[src/rtl/ellipse_raster_if.sv]
// ellipse_raster_if: draw request, status and pixel-descriptor handshake of ellipse_raster
interface ellipse_raster_if #(parameter int COORD_W = 10);
  logic start, fill, busy, done, pix_valid, pix_ready;
  logic [COORD_W-1:0] x0_in, y0_in, a_in, b_in, pix_x, pix_x_end, pix_y;
  modport master(
    output start, fill, x0_in, y0_in, a_in, b_in, pix_ready,
    input busy, done, pix_valid, pix_x, pix_x_end, pix_y
  );
  modport slave(
    input start, fill, x0_in, y0_in, a_in, b_in, pix_ready,
    output busy, done, pix_valid, pix_x, pix_x_end, pix_y
  );
endinterface

[src/rtl/ellipse_raster.sv]
// ellipse_raster: midpoint ellipse rasteriser emitting clipped outline pixels or filled spans
module ellipse_raster #(
  parameter int COORD_W = 10,
  parameter int SCREEN_W = 640,
  parameter int SCREEN_H = 480
) (
  input logic clk,
  input logic rst_,
  ellipse_raster_if.slave io
);
  localparam int CW = COORD_W + 2;
  localparam int W = 4 * COORD_W + 4;
  localparam logic signed [CW-1:0] XMAX = CW'(SCREEN_W - 1);
  localparam logic signed [CW-1:0] YMAX = CW'(SCREEN_H - 1);
  typedef enum logic [2:0] {IDLE, INIT, REGION1, REGION2, EMIT, DONE} state_t;
  state_t state, state_nx, ret;
  logic fill_r, deg, pv, emit_end;
  logic [COORD_W-1:0] x0, y0, a, b;
  logic signed [CW-1:0] x, y, px, mx, py, my;
  logic signed [W-1:0] d, dx, dy, a2, b2, aw, bw, dxn, dyn;
  logic signed [CW-1:0] cs [4], ce [4], cy [4];
  logic [3:0] ok, pend, cand;
  logic [1:0] sel;
  assign aw = W'(a);
  assign bw = W'(b);
  assign deg = ~|a || ~|b;
  assign px = CW'(x0) + x;
  assign mx = CW'(x0) - x;
  assign py = CW'(y0) + y;
  assign my = CW'(y0) - y;
  assign dxn = dx + (b2 <<< 1);
  assign dyn = dy - (a2 <<< 1);
  // Candidates 0..3: outline (+x,+y) (-x,+y) (+x,-y) (-x,-y); fill uses 0 = row +y, 1 = row -y
  always_comb begin
    sel = 2'd0;
    for (int i = 0; i < 4; i++) begin
      cy[i] = (fill_r ? i[0] : i[1]) ? my : py;
      cs[i] = fill_r ? (mx[CW-1] ? '0 : mx) : (i[0] ? mx : px);
      ce[i] = fill_r ? (px > XMAX ? XMAX : px) : cs[i];
      ok[i] = !cy[i][CW-1] && cy[i] <= YMAX && (fill_r
        ? (!i[1] && (!i[0] || |y) && mx <= XMAX)
        : (!cs[i][CW-1] && cs[i] <= XMAX && (!i[0] || |x) && (!i[1] || |y)));
    end
    cand = pend & ok;
    for (int i = 3; i >= 0; i--) if (cand[i]) sel = 2'(i);
  end
  assign pv = state == EMIT && |cand;
  assign emit_end = state == EMIT && (cand == 4'd0 || (io.pix_ready && (cand & (cand - 4'd1)) == 4'd0));
  assign io.pix_valid = pv;
  assign io.pix_x = pv ? COORD_W'(cs[sel]) : '0;
  assign io.pix_x_end = pv ? COORD_W'(ce[sel]) : '0;
  assign io.pix_y = pv ? COORD_W'(cy[sel]) : '0;
  assign io.busy = state != IDLE && state != DONE;
  assign io.done = state == DONE;
  always_comb begin
    state_nx = state;
    case (state)
      IDLE: state_nx = io.start ? INIT : IDLE;
      INIT: state_nx = deg ? EMIT : REGION1;
      REGION1: state_nx = dx < dy ? EMIT : REGION2;
      REGION2: state_nx = y[CW-1] ? DONE : EMIT;
      EMIT: state_nx = emit_end ? ret : EMIT;
      default: state_nx = IDLE;
    endcase
  end
  always_ff @(posedge clk) state <= rst_ ? IDLE : state_nx;
  // Decision terms are kept scaled by 4 so the half-pixel midpoints stay integral
  always_ff @(posedge clk) begin
    case (state)
      IDLE: if (io.start) begin
        fill_r <= io.fill;
        x0 <= io.x0_in;
        y0 <= io.y0_in;
        a <= io.a_in;
        b <= io.b_in;
      end
      INIT: begin
        a2 <= aw * aw;
        b2 <= bw * bw;
        x <= '0;
        y <= deg ? '0 : CW'(b);
        dx <= '0;
        dy <= (aw * aw * bw) <<< 1;
        d <= ((bw * bw) <<< 2) - ((aw * aw * bw) <<< 2) + aw * aw;
        ret <= deg ? DONE : REGION1;
        pend <= '1;
      end
      REGION1: if (dx < dy) begin
        ret <= REGION1;
        pend <= '1;
      end else d <= d + (a2 <<< 1) + a2 - (b2 <<< 1) - b2 - ((dx + dy) <<< 1);
      REGION2: begin
        ret <= REGION2;
        pend <= '1;
      end
      EMIT: begin
        if (pv && io.pix_ready) pend[sel] <= 1'b0;
        if (emit_end && ret == REGION1) begin
          x <= x + CW'(1);
          dx <= dxn;
          if (d[W-1]) d <= d + ((dxn + b2) <<< 2);
          else begin
            y <= y - CW'(1);
            dy <= dyn;
            d <= d + ((dxn - dyn + b2) <<< 2);
          end
        end else if (emit_end && ret == REGION2) begin
          y <= y - CW'(1);
          dy <= dyn;
          if (!d[W-1] && |d) d <= d + ((a2 - dyn) <<< 2);
          else begin
            x <= x + CW'(1);
            dx <= dxn;
            d <= d + ((dxn - dyn + a2) <<< 2);
          end
        end
      end
      default: ;
    endcase
  end
endmodule

[src/flat_wrapper.sv]
// flat-port wrapper written by rule: the top's interface ports become plain ports
module ellipse_raster_flat 
#(
  parameter int COORD_W = 10,
  parameter int SCREEN_W = 640,
  parameter int SCREEN_H = 480
)
  (clk, rst_, io_start, io_fill, io_x0_in, io_y0_in, io_a_in, io_b_in, io_pix_ready, io_busy, io_done, io_pix_valid, io_pix_x, io_pix_x_end, io_pix_y);
  ellipse_raster_if #(.COORD_W(COORD_W)) io_i ();
  input logic clk;
  input logic rst_;
  input wire logic [$bits(io_i.start)-1:0] io_start;
  input wire logic [$bits(io_i.fill)-1:0] io_fill;
  input wire logic [$bits(io_i.x0_in)-1:0] io_x0_in;
  input wire logic [$bits(io_i.y0_in)-1:0] io_y0_in;
  input wire logic [$bits(io_i.a_in)-1:0] io_a_in;
  input wire logic [$bits(io_i.b_in)-1:0] io_b_in;
  input wire logic [$bits(io_i.pix_ready)-1:0] io_pix_ready;
  output wire logic [$bits(io_i.busy)-1:0] io_busy;
  output wire logic [$bits(io_i.done)-1:0] io_done;
  output wire logic [$bits(io_i.pix_valid)-1:0] io_pix_valid;
  output wire logic [$bits(io_i.pix_x)-1:0] io_pix_x;
  output wire logic [$bits(io_i.pix_x_end)-1:0] io_pix_x_end;
  output wire logic [$bits(io_i.pix_y)-1:0] io_pix_y;
  assign io_i.start = io_start;
  assign io_i.fill = io_fill;
  assign io_i.x0_in = io_x0_in;
  assign io_i.y0_in = io_y0_in;
  assign io_i.a_in = io_a_in;
  assign io_i.b_in = io_b_in;
  assign io_i.pix_ready = io_pix_ready;
  assign io_busy = io_i.busy;
  assign io_done = io_i.done;
  assign io_pix_valid = io_i.pix_valid;
  assign io_pix_x = io_i.pix_x;
  assign io_pix_x_end = io_i.pix_x_end;
  assign io_pix_y = io_i.pix_y;
  ellipse_raster #(.COORD_W(COORD_W), .SCREEN_W(SCREEN_W), .SCREEN_H(SCREEN_H)) u_core (.clk(clk), .rst_(rst_), .io(io_i));
endmodule
[config.mk]
export PLATFORM = sky130hd
export DESIGN_NAME = ellipse_raster_flat
export DESIGN_NICKNAME = d
export VERILOG_FILES = /design/src/rtl/ellipse_raster_if.sv /design/src/rtl/ellipse_raster.sv /design/src/flat_wrapper.sv
export SDC_FILE = /design/constraint.sdc
export NUM_CORES = 2
export LEC_CHECK = 0
export CORE_MARGIN = 1.5
export CORE_UTILIZATION = 60
export CTS_BUF_LIST = sky130_fd_sc_hd__clkbuf_4 sky130_fd_sc_hd__clkbuf_8
export DETAILED_ROUTE_END_ITERATION = 8
export PLACE_DENSITY = 0.85
export SLEW_MARGIN = 15
export SYNTH_ARGS = -nofsm -noshare
export SYNTH_HDL_FRONTEND = slang
export SYNTH_SLANG_ARGS = --single-unit
[constraint.sdc]
create_clock -name clk -period 19.91 [get_ports clk]
set_clock_uncertainty 0.05 [all_clocks]
set_input_delay 2.9865 -clock clk [delete_from_list [all_inputs] [get_ports clk]]
set_output_delay 2.9865 -clock clk [all_outputs]
set_load 0.01 [all_outputs]
# After elaboration in Yosys (flattened, before gate mapping)
# Index checks and enable logic that the tools add are counted.
# Widths: inputs -> output; s select.
# word_totals
input_bits	45
elab_cells	196
regBits	247
# op_classes
n_lt_le_gt_ge	12
bitwise_logic	5
mux	66
eq_ne	14
multipliers	3
n_reduce_logical	55
n_addsub	26
# op_table
op	n
$mux 44	11
$add 44x44->44	4
$pmux 44 s2	2
$mux 12	13
$pmux 44 s3	1
$add 42x21->42	3
$mux 10	10
$add 44x21->44	2
$add 44x22->44	2
$sub 44x22->44	2
$bmux 12 s2	3
$le 12x10->1 const B	4
$pmux 12 s2	2
$lt 44x44->1	1
$reduce_or 44->1	1
$sub 23x44->44	1
$sub 44x21->44	1
$sub 44x44->44	1
$add 43x43->43	1
$sub 21x42->42	1
$sub 42x42->42	1
$mul 10x10->20	2
$le 12x11->1 const B	3
$mul 20x10->30	1
40 further kinds	108

# Logic depth before layout (Yosys ltp)
# depth
ltp_word	22
ltp_mapped	52
mapped_depth_nobuf	50

# Least setup slack after synthesis
# Ideal clock, no wire load.
# synth_timing
path_type	reg-to-reg
start	register u_core.a[3]
end	register u_core.d[41] (data pin)
setup_ns	0.267
slack_ns	8.102
n_path_buf	2
stages_incl_launch_ff	48
t_required_ns	19.593
arrival_ns	11.491
path_cell_list	edfxtp_1 > clkbuf_1 > and2_1 > fa_1 > fa_1 > inv_1 > fa_1 > inv_1 > fa_1 > inv_1 > fa_1 > inv_1 > ha_1 > a21boi_0 > o21ai_0 > a21boi_0 > o21ai_0 > a21boi_0 > [12 not listed] > fa_1 > fa_1 > inv_1 > fa_1 > inv_1 > ha_1 > o21a_1 > o21ai_0 > o21ba_2 > o2111ai_1 > nand3b_1 > a21oi_1 > xor2_1 > nor4bb_1 > or3b_2 > o21a_1 > a211oi_1 > o21ai_0
# synth_between
elab_chain_len	5
# synth_lines
element	line	text
start, declared	ellipse_raster.sv:18	logic [COORD_W-1:0] x0, y0, a, b;
start signal, assigned	ellipse_raster.sv:74	a <= io.a_in;
$mul 10x10->20 (*)	ellipse_raster.sv:84	d <= ((bw * bw) <<< 2) - ((aw * aw * bw) <<< 2) + aw * aw;
$mul 20x10->30	n/a	
$sub 23x44->44	ellipse_raster.sv:84	
$add 44x21->44 (*)	ellipse_raster.sv:84	
$pmux 44 s3 (*)	ellipse_raster.sv:69	case (state)
end signal, assigned	ellipse_raster.sv:84	
end signal, assigned	ellipse_raster.sv:91	end else d <= d + (a2 <<< 1) + a2 - (b2 <<< 1) - b2 - ((dx + dy) <<< 1);
end signal, assigned	ellipse_raster.sv:101	if (d[W-1]) d <= d + ((dxn + b2) <<< 2);
end, declared	ellipse_raster.sv:20	logic signed [W-1:0] d, dx, dy, a2, b2, aw, bw, dxn, dyn;
# Mark *: on every way between the ends. The rest lies on a longest branch, timed or not.
# A chain may end at the register's enable or synchronous reset.

# Final worst setup path
# layout_timing
start	register u_core.a[1]
end	register u_core.d[41] (data pin)
# The elaborated chain is that of the path after synthesis.

==> key figures <==
Cells and area
  – Layout area overhead: 6.32%
  – Share of layout cells above drive strength 1: under 10%
  – Most frequent cells in the layout: inv_1, ha_1, nand2_1
  – Final net count: 6225
  – Most common cell after layout, fill and taps aside: inv_1
  – Fill cells: 5995

STA
  – Setup violators final: 0
  – Worst-margin pin slew: between 1000 and 1500 ps
  – RSZ-0062 raised after global routing: false
  – Slew HR: 16.8%
  – Hold Vio Cnt, Final: 0
  – Final min period: roughly 13000 ps
  – Final slew viol count: 0
  – Final period util: approximately two thirds
  – Setup TNS: 0 ps
  – Fmax: 74.7 MHz

Synthesis
  – Post-synth EDFFs: between 200 and 250
  – Ys Warns: 0
  – Syn nets: 6211
  – Average cell area after synthesis: approximately 8.4 um2
  – Register area share after synthesis: 16.3%
  – Post-synth top flop: edfxtp_1
  – Post-Syn Area: approximately 45000 um2
  – Post-synth cell types: 128
  – Async SR Flop Fraction: 0%
  – #FFs+latches synth: 243
  – Syn Inst Count: 5287

Clock tree
  – H-Tree Level Count: 2
  – CTS tree: yes
  – CTS sink count: 243
  – Clk pin slew, worst setup/hold paths: roughly 70 ps
  – Root Buffer: clkbuf_8
  – Setup Buffers After CTS: 0
  – Worst-skew pair later-pin latency: 730 ps
  – Num CTS Buffers: 52
  – Bufs on Longest Clock Path: 3
  – Post-cts gate resize count: 0
  – Hold buffers post-CTS: 0

Place
  – Routability Congestion: 1.07
  – Dpl hpwl: about 110 mm
  – IO Port Bufs: 76

Floorplan
  – Die Wd: roughly 280 um
  – Die height: 275 um
  – Num ports: 78
  – Core region area: around 73000 um2
  – Starting Density: between 60 and 70%
  – # rows: 99
  – Die footprint: 75900 um2

Run
  – Max Cap Viol: 0

Critical path
  – Crit path DAT: 13770 ps
  – Crit-path max cell delay: approximately 780 ps
  – Startpoint types: flop
  – Req. time, crit path: 20290 ps
  – Critical Path Fanout Max: 13
  – Critical Path Slowest Stage Cell: xnor2_1
  – Critical path type: flop to flop
  – Most used cell along the critical path: fa_1
  – Worst setup EP type: flop

Route
  – Wire per inst: roughly 21 um
  – Vias: just under 40000
  – DR iter-0 viols: 3973
  – Residual DRC: 0
  – Post-DRT Antenna Nets: 0
  – Drt first pass iters: 6
  – Routed vias/inst: roughly 6.3
  – DRT Wirelength: 133 mm

Global routing
  – Vias in the first global route: just under 40000
  – GRT Overall Usage: 34.9%
  – Initial antenna violation count: 2
  – GRT overflow: 0
  – Pin count of the biggest net entering global routing: 58
  – First-pass GRT wire length: just over 200 mm

Min path
  – Type of the tightest min-delay check: flop to flop

Run status
  – Status: finished, final reports clean
-- flip-flops by register name (all words and copies together), names as in the netlist, 3 cells and up --
register,flops
u_core.x0,10
u_core.ret,3
u_core.state,3
u_core.pend,4
u_core.d,44
u_core.y0,10
u_core.dx,43
u_core.b2,19
u_core.y,12
u_core.a,10
u_core.dy,43
u_core.b,10
u_core.a2,19
u_core.x,12
-- Yosys cell counts (all sizes together) (45+ instances only) --
library cell	count	share of area, %
o21bai	66	1.1
a21oi	348	4.0
and3	47	0.66
nand2	449	3.8
xor2	130	2.6
and2	200	2.8
or3	45	0.65
fa	325	15
nor2	407	3.4
nand2b	63	0.91
xnor2	334	6.7
inv	639	5.4
o21ai	295	3.4
ha	554	16
nor3	94	1.1
clkbuf	126	1.1
a21o	102	1.7
o21a	57	0.98
nor4	55	0.81
nand3	96	1.1
edfxtp	240	16
-- critical path, delay by kind of cell, from the launching register on --
family,cells,cell delay [ps]
AO/OA/AOI/OAI,18,3470
buffers and inverters,8,570
adder cells (fa/ha/maj),12,5620
AND/OR/NAND/NOR,6,1710
flip-flops,1,570
XOR/XNOR,2,1120
-- layer usage --
layer / vias up / GRT usage [%] / wire (um)
li1: 18300 / - / -
met1: 19000 / 47.2 / 53800
met2: 1962 / 56.3 / 59900
met3: 332 / 5.07 / 13300
met4: 0 / 14.3 / 5740
met5: - / 0 / 0
-- path summary, 6_finish.rpt --
check	cells past startpoint	from	slack [ps]	to
hold reg to reg	2	u_core.pend[1]	510	u_core.pend[1]
setup / recovery	46	u_core.a[1]	6520	u_core.d[41]
setup reg to reg	46	u_core.a[1]	6520	u_core.d[41]
hold / removal	2	u_core.pend[1]	510	u_core.pend[1]
-- logic make-up (layout without fill, tap and decap cells) --
kind of cell | count (synthesis) | after routing | share of synthesized area [%]
flops | 243 | 243 | 16.3
fa+ha+maj | 881 | 881 | 30.2
compound gates | 1225 | 1225 | 18.1
mux | 42 | 42 | 0.992
xor+xnor | 466 | 466 | 9.40
simple gates | 1631 | 1631 | 18.1
other cells | 1 | 2 | 0.00842
buf+inv | 798 | 847 | 6.82
-- stage by stage --
step	util [%]	setup slack, ps	instance area (um2)	hold WS (ps)	cells
after floorplan	-	8100	44500	374	5287
after global placement	63.2	7150	46200	484	6206
after detailed placement	63.2	6630	46200	490	6206
after CTS	64.7	6600	47300	505	6295
after global routing	64.7	5580	47300	521	6296
final	64.7	6520	47300	514	6296
-- cell type report --
| class | count | area [um2] | share of cell area [%] |
|---|---|---|---|
| diodes | 1 | 2.50 | 0.00529 |
| clock buffers | 64 | 806 | 1.70 |
| clock inverters | 25 | 304 | 0.642 |
| inverters | 642 | 2410 | 5.09 |
| multi-input cells | 4246 | 34300 | 72.4 |
| flip-flops and latches | 243 | 7270 | 15.3 |
| well taps | 959 | 1200 | 2.53 |
| repair buffers | 116 | 1060 | 2.24 |
Power is not shown: default switching activity piles up to over one toggle a cycle in this logic, so the estimate is an artifact.
